[src/rtl/mux_pipe_param_if.sv]
// Handshake bundle for mux_pipe_param: K packed input lanes with select/mode
// on the upstream side and one registered lane result on the downstream side.
interface mux_pipe_param_if #(
    parameter int N = 4,
    parameter int K = 4
);
    localparam int SEL_W = $clog2(K);

    logic [K*N-1:0]   in_data;
    logic             in_valid;
    logic             in_ready;
    logic [SEL_W-1:0] sel;
    logic             mode;
    logic [N-1:0]     out_data;
    logic [SEL_W-1:0] out_sel;
    logic             out_err;
    logic             out_valid;
    logic             out_ready;

    // Producer/consumer side: offers transfers and accepts results.
    modport master (
        output in_data, in_valid, sel, mode, out_ready,
        input  in_ready, out_data, out_sel, out_err, out_valid
    );

    // Multiplexer side.
    modport slave (
        input  in_data, in_valid, sel, mode, out_ready,
        output in_ready, out_data, out_sel, out_err, out_valid
    );
endinterface

[src/rtl/mux_pipe_param.sv]
// Pipelined K:1 lane multiplexer with a one-deep registered output.
// Lane choice is either an explicit select or an internal round-robin
// pointer; an out-of-range explicit select yields a flagged zero result.
module mux_pipe_param #(
    parameter int N = 4,
    parameter int K = 4
) (
    input logic             clk,
    input logic             rst,
    mux_pipe_param_if.slave bus
);
    localparam int SEL_W = $clog2(K);

    logic [SEL_W-1:0] rr_ptr;
    logic [SEL_W-1:0] rr_next;
    logic [SEL_W-1:0] idx;
    logic [N-1:0]     lane_data;
    logic             sel_range_bad;
    logic             bad;
    logic             in_fire;
    logic             out_fire;

    logic [N-1:0]     data_q;
    logic [SEL_W-1:0] sel_q;
    logic             err_q;
    logic             valid_q;

    // A select can only exceed the lane count when K is not a power of two.
    if ((1 << SEL_W) == K) begin : g_pow2
        assign sel_range_bad = 1'b0;
    end else begin : g_npow2
        assign sel_range_bad = (bus.sel > SEL_W'(K - 1));
    end

    assign in_fire  = bus.in_valid && bus.in_ready;
    assign out_fire = valid_q && bus.out_ready;
    assign bus.in_ready  = !valid_q || bus.out_ready;
    assign bus.out_data  = data_q;
    assign bus.out_sel   = sel_q;
    assign bus.out_err   = err_q;
    assign bus.out_valid = valid_q;

    // Effective lane index, wrap-around pointer successor and lane extraction.
    always_comb begin
        idx       = bus.mode ? rr_ptr : bus.sel;
        bad       = !bus.mode && sel_range_bad;
        rr_next   = (rr_ptr == SEL_W'(K - 1)) ? '0 : rr_ptr + SEL_W'(1);
        lane_data = '0;
        for (int i = 0; i < K; i++) begin
            if (idx == SEL_W'(i)) begin
                lane_data = bus.in_data[i*N +: N];
            end
        end
    end

    // Output register and round-robin pointer; registers load only on an accepted transfer.
    always_ff @(posedge clk) begin
        if (rst) begin
            data_q  <= '0;
            sel_q   <= '0;
            err_q   <= 1'b0;
            valid_q <= 1'b0;
            rr_ptr  <= '0;
        end else begin
            if (in_fire) begin
                valid_q <= 1'b1;
                if (bad) begin
                    data_q <= '0;
                    sel_q  <= bus.sel;
                    err_q  <= 1'b1;
                end else begin
                    data_q <= lane_data;
                    sel_q  <= idx;
                    err_q  <= 1'b0;
                end
                if (bus.mode) begin
                    rr_ptr <= rr_next;
                end
            end else if (out_fire) begin
                valid_q <= 1'b0;
            end
        end
    end
endmodule
[src/flat_wrapper.sv]
// flat-port wrapper written by rule: the top's interface ports become plain ports
module mux_pipe_param_flat 
#(
    parameter int N = 4,
    parameter int K = 4
)
  (clk, rst, bus_in_data, bus_in_valid, bus_sel, bus_mode, bus_out_ready, bus_in_ready, bus_out_data, bus_out_sel, bus_out_err, bus_out_valid);
  mux_pipe_param_if #(.N(N), .K(K)) bus_i ();
  input logic clk;
  input logic rst;
  input wire logic [$bits(bus_i.in_data)-1:0] bus_in_data;
  input wire logic [$bits(bus_i.in_valid)-1:0] bus_in_valid;
  input wire logic [$bits(bus_i.sel)-1:0] bus_sel;
  input wire logic [$bits(bus_i.mode)-1:0] bus_mode;
  input wire logic [$bits(bus_i.out_ready)-1:0] bus_out_ready;
  output wire logic [$bits(bus_i.in_ready)-1:0] bus_in_ready;
  output wire logic [$bits(bus_i.out_data)-1:0] bus_out_data;
  output wire logic [$bits(bus_i.out_sel)-1:0] bus_out_sel;
  output wire logic [$bits(bus_i.out_err)-1:0] bus_out_err;
  output wire logic [$bits(bus_i.out_valid)-1:0] bus_out_valid;
  assign bus_i.in_data = bus_in_data;
  assign bus_i.in_valid = bus_in_valid;
  assign bus_i.sel = bus_sel;
  assign bus_i.mode = bus_mode;
  assign bus_i.out_ready = bus_out_ready;
  assign bus_in_ready = bus_i.in_ready;
  assign bus_out_data = bus_i.out_data;
  assign bus_out_sel = bus_i.out_sel;
  assign bus_out_err = bus_i.out_err;
  assign bus_out_valid = bus_i.out_valid;
  mux_pipe_param #(.N(N), .K(K)) u_core (.clk(clk), .rst(rst), .bus(bus_i));
endmodule
[config.mk]
export PLATFORM = sky130hd
export DESIGN_NAME = mux_pipe_param_flat
export DESIGN_NICKNAME = d
export VERILOG_FILES = /design/src/rtl/mux_pipe_param_if.sv /design/src/rtl/mux_pipe_param.sv /design/src/flat_wrapper.sv
export SDC_FILE = /design/constraint.sdc
export NUM_CORES = 1
export LEC_CHECK = 0
export ABC_CLOCK_PERIOD_IN_PS = 1800
export CAP_MARGIN = 0
export CORE_MARGIN = 1
export CORE_UTILIZATION = 35
export CTS_CLUSTER_SIZE = 8
export DETAILED_ROUTE_END_ITERATION = 7
export GPL_TIMING_DRIVEN = 1
export PLACE_DENSITY = 0.76
export SLEW_MARGIN = 20
export SYNTH_ARGS = -nofsm -noshare
export SYNTH_HDL_FRONTEND = slang
export SYNTH_SLANG_ARGS = --single-unit
[constraint.sdc]
create_clock -name clk -period 1.8 [get_ports clk]
set_clock_uncertainty 0.2 [all_clocks]
set_input_delay 0.45 -clock clk [delete_from_list [all_inputs] [get_ports clk]]
set_output_delay 0.45 -clock clk [all_outputs]
set_load 0.005 [all_outputs]
==> results.py <==
metrics = {
    "critical_path": {
        "critical_path.cell_chain": "clkdlybuf4s50_1",
        "cp_max_fo": 2,
        "setup.worst_path.end_class": "output pin",
        "critical_path.slowest_cell": "sky130_fd_sc_hd__clkdlybuf4s50_1",
        "cp_data_required_time_ps": 1150,
        "critPathMaxStageDelay_ps": 510,
        "crit_arrival_ps": 1100,
        "critical_path_class": "reg -> out",
        "buffer_and_inverter_count_on_the_worst_path": 1,
        "critical-path-top-delay-family": "buffers and inverters",
        "startpoint_type": "flip-flop",
    },
    "power": {
        "max_ir_drop_vdd_v": 0.000386,
        "power.leakage_nw": 0.476,
        "power.internal_uw": 403,
        "total_switching_power_uw": 140,
        "proportion_of_power_drawn_by_the_clock_network_pct": 29.3,
        "power.switching_fraction_pct": 25.9,
        "p_seq_share_pct": 41.4,
        "pwr_total_uw": 543,
        "power.density_mw_per_mm2": 578,
        "power.share.combinational_pct": 29.3,
    },
    "clocking": {
        "cts_buffers": 3,
        "cts_buffer_depth": 2,
        "tritoncts": "built",
        "cts_htree_levels": 1,
        "cts_num_sinks": 9,
        "worst_skew_pair_later_pin_latency_ps": 260,
        "cts.clk_slew.worst_paths_ps": 60,
        "clock-root-buffer": "sky130_fd_sc_hd__clkbuf_4",
        "cts_hold_buffers": 0,
    },
    "yosys": {
        "yosys_most_used_dff": "sky130_fd_sc_hd__dfxtp_1",
        "netlist_area_um2": 529,
        "synth.top_cells.by_area": "sky130_fd_sc_hd__dfxtp_1 34%, sky130_fd_sc_hd__mux2i_1 9.5%, sky130_fd_sc_hd__and2_1 5.9%, sky130_fd_sc_hd__nand3b_1 5.7%, sky130_fd_sc_hd__o41ai_1 5.0%",
        "postSynthAreaPerCell_um2": 9.29,
        "synthDominantAreaCellType": "sky130_fd_sc_hd__dfxtp_1",
        "synth_common_cells": "9 x sky130_fd_sc_hd__dfxtp_1, 5 x sky130_fd_sc_hd__and2_1, 5 x sky130_fd_sc_hd__mux2i_1, 4 x sky130_fd_sc_hd__nand3b_1, 4 x sky130_fd_sc_hd__o22ai_1",
        "synth_nets": 81,
        "synth_enable_flop_cells": 0,
        "synthMostInstantiatedCell": "sky130_fd_sc_hd__dfxtp_1",
        "top_area_cell_type_share_of_the_netlist_area_pct": 34.0,
        "synth_cells": 57,
        "yosysWarningCount": 0,
        "number_of_library_cell_types_mapped_by_synthesis": 24,
        "async_reset_ff_share_pct": 0,
        "synth_register_bits": 9,
        "seq_area_frac_synth_pct": 34.0,
    },
    "global_route": {
        "globalRoute.totalOverflow": 0,
        "global_route.usage.total_pct": 18.0,
        "number_of_global_route_vias_before_repair": 494,
        "antenna_found_initial": 0,
        "largest_net_degree_at_the_start_of_global_routing": 10,
        "grt_pass1_wl_um": 1900,
    },
    "layout": {
        "antenna-diode-count": 0,
        "final_cell_count_no_fill": 110,
        "final_layout_size_suffix_gt1_share_pct": 18.9,
        "nets": 120,
        "final_util_pct": 69.6,
        "n_fill_cell": 121,
        "area_growth_pct": 77.5,
    },
    "timing": {
        "maxSlewViolCount": 0,
        "final.period_utilization_pct": 97.0,
        "fmax_mhz": 572,
        "min_period_ps": 1750,
        "timing.final.setup_violations": 0,
        "setup_repair_after_global_routing_missed_its_margin": "false",
        "timing.final.hold_violations": 0,
        "fin_tns_setup_ps": 0,
        "fin_worst_hold_slack_ps": 300,
    },
    "placed_design": {
        "hpwlAfterDp_um": 1050,
        "placement.io_buffers": 30,
        "total_placed_cells_including_tap_cells": 106,
        "routabilityCongestion": 0.708,
    },
    "floorplanning": {
        "floorplan.initialDensity_pct": 39.2,
        "die_height_um": 40.9,
        "fp.dieW_um": 40.9,
        "die_area_mm2": 0.00167,
        "placeable_area_mm2": 0.00135,
        "rows": 13,
        "io_pins": 32,
    },
    "route": {
        "vias": 569,
        "drt-vias-per-instance": 5.17,
        "number_of_remaining_drc_errors": 0,
        "post_drt_wl_per_cell_um": 12.4,
        "drt-initial-drc-count": 2,
        "ant_nets": 0,
        "drt_pass1_iterations": 3,
        "wl_um": 1360,
    },
    "run": {
        "max_cap_violations": 0,
    },
    "status": {
        "outcome": "complete, no violations",
    },
    "hold_path": {
        "min_delay_path_class": "reg -> reg",
    },
}
==> state kept, by name (all words and copies together), names as in the netlist <==
signal,flops
u_core.rr_ptr,2
u_core.bus.out_valid,1
u_core.bus.out_data,4
u_core.bus.out_sel,2
==> cell usage in the layout, fill, tap and decap left out <==
cell type	count
sky130_fd_sc_hd__nor3b_1	1
sky130_fd_sc_hd__mux2i_4	1
sky130_fd_sc_hd__dlymetal6s2s_1	7
sky130_fd_sc_hd__a211oi_1	2
sky130_fd_sc_hd__dlygate4sd2_1	2
sky130_fd_sc_hd__dfxtp_2	1
sky130_fd_sc_hd__o41ai_2	2
sky130_fd_sc_hd__nand2_2	1
sky130_fd_sc_hd__clkdlybuf4s50_1	20
sky130_fd_sc_hd__clkbuf_1	1
sky130_fd_sc_hd__ha_1	1
sky130_fd_sc_hd__dfxtp_1	8
sky130_fd_sc_hd__a21oi_1	3
sky130_fd_sc_hd__nand3_1	2
sky130_fd_sc_hd__nor2_1	2
sky130_fd_sc_hd__inv_1	2
sky130_fd_sc_hd__buf_4	7
sky130_fd_sc_hd__and3b_2	1
sky130_fd_sc_hd__buf_6	1
sky130_fd_sc_hd__or3_1	1
sky130_fd_sc_hd__nand3b_1	4
sky130_fd_sc_hd__mux2i_1	5
sky130_fd_sc_hd__o41ai_1	2
sky130_fd_sc_hd__clkbuf_4	3
sky130_fd_sc_hd__a31oi_1	2
sky130_fd_sc_hd__nand2b_4	1
sky130_fd_sc_hd__and2_1	5
sky130_fd_sc_hd__conb_1	1
sky130_fd_sc_hd__o22ai_1	4
sky130_fd_sc_hd__nand2_1	2
==> cells by family after synthesis <==
| family | share of synthesized area, % |
|---|---|
| and+or+nand+nor | 22.7 |
| AOI/OAI and AO/OA | 20.8 |
| DFF | 34.0 |
| muxes | 13.7 |
| buffers and inverters | 5.67 |
| adders and majority gates | 2.36 |
| other | 0.709 |
==> metal layers <==
layer  vias to the layer above  routed length (µm)  global-route usage [%]
li1                        288                   -                       -
met1                       254                 577                    18.3
met2                        25                 674                    31.6
met3                         2                 104                    9.24
met4                         0                   5                    5.00
met5                         -                   0                       0
==> cell type report <==
| cell class | count | area [µm²] | share of cell area [%] |
|---|---|---|---|
| repair buffers | 37 | 369 | 39.3 |
| well taps | 15 | 18.8 | 2.00 |
| inverters | 2 | 7.51 | 0.799 |
| flip-flops and latches | 9 | 181 | 19.3 |
| clock buffers | 4 | 26.3 | 2.80 |
| multi-input cells | 43 | 337 | 35.8 |
==> power groups by stage <==
stage	combinational (mW)	sequential (mW)	clock [mW]
final	0.159	0.225	0.159
after global routing	0.172	0.227	0.181
after CTS	0.159	0.225	0.165
after detailed placement	0.160	0.228	0
after global placement	0.157	0.228	0
after floorplan	0.0626	0.229	0
==> through the flow <==
step                cell area (µm²)  worst slack [ps]
floorplan                       529               142
global placement                878              -428
detailed placement              878              -486
CTS                             906              24.6
global route                    940              2.59
finish                          940              53.1
==> repair_timing <==
action	in CTS	in global routing
endpoints found under the hold margin	0	0
pin swaps	0	1
buffers inserted	0	0
setup endpoints to repair	6	9
resized for setup	8	10
==> worst paths after layout <==
kind	end	slack, ps	from	depth (start not counted)
min reg2reg	u_core.bus.out_data[0]	300	u_core.bus.out_data[0]	2
max reg2reg	u_core.bus.out_data[3]	300	u_core.rr_ptr[1]	4
max	bus_out_data[2]	50	u_core.bus.out_data[2]	1
min	u_core.bus.out_data[0]	300	u_core.bus.out_data[0]	2
(Power assumes the default switching activity.)
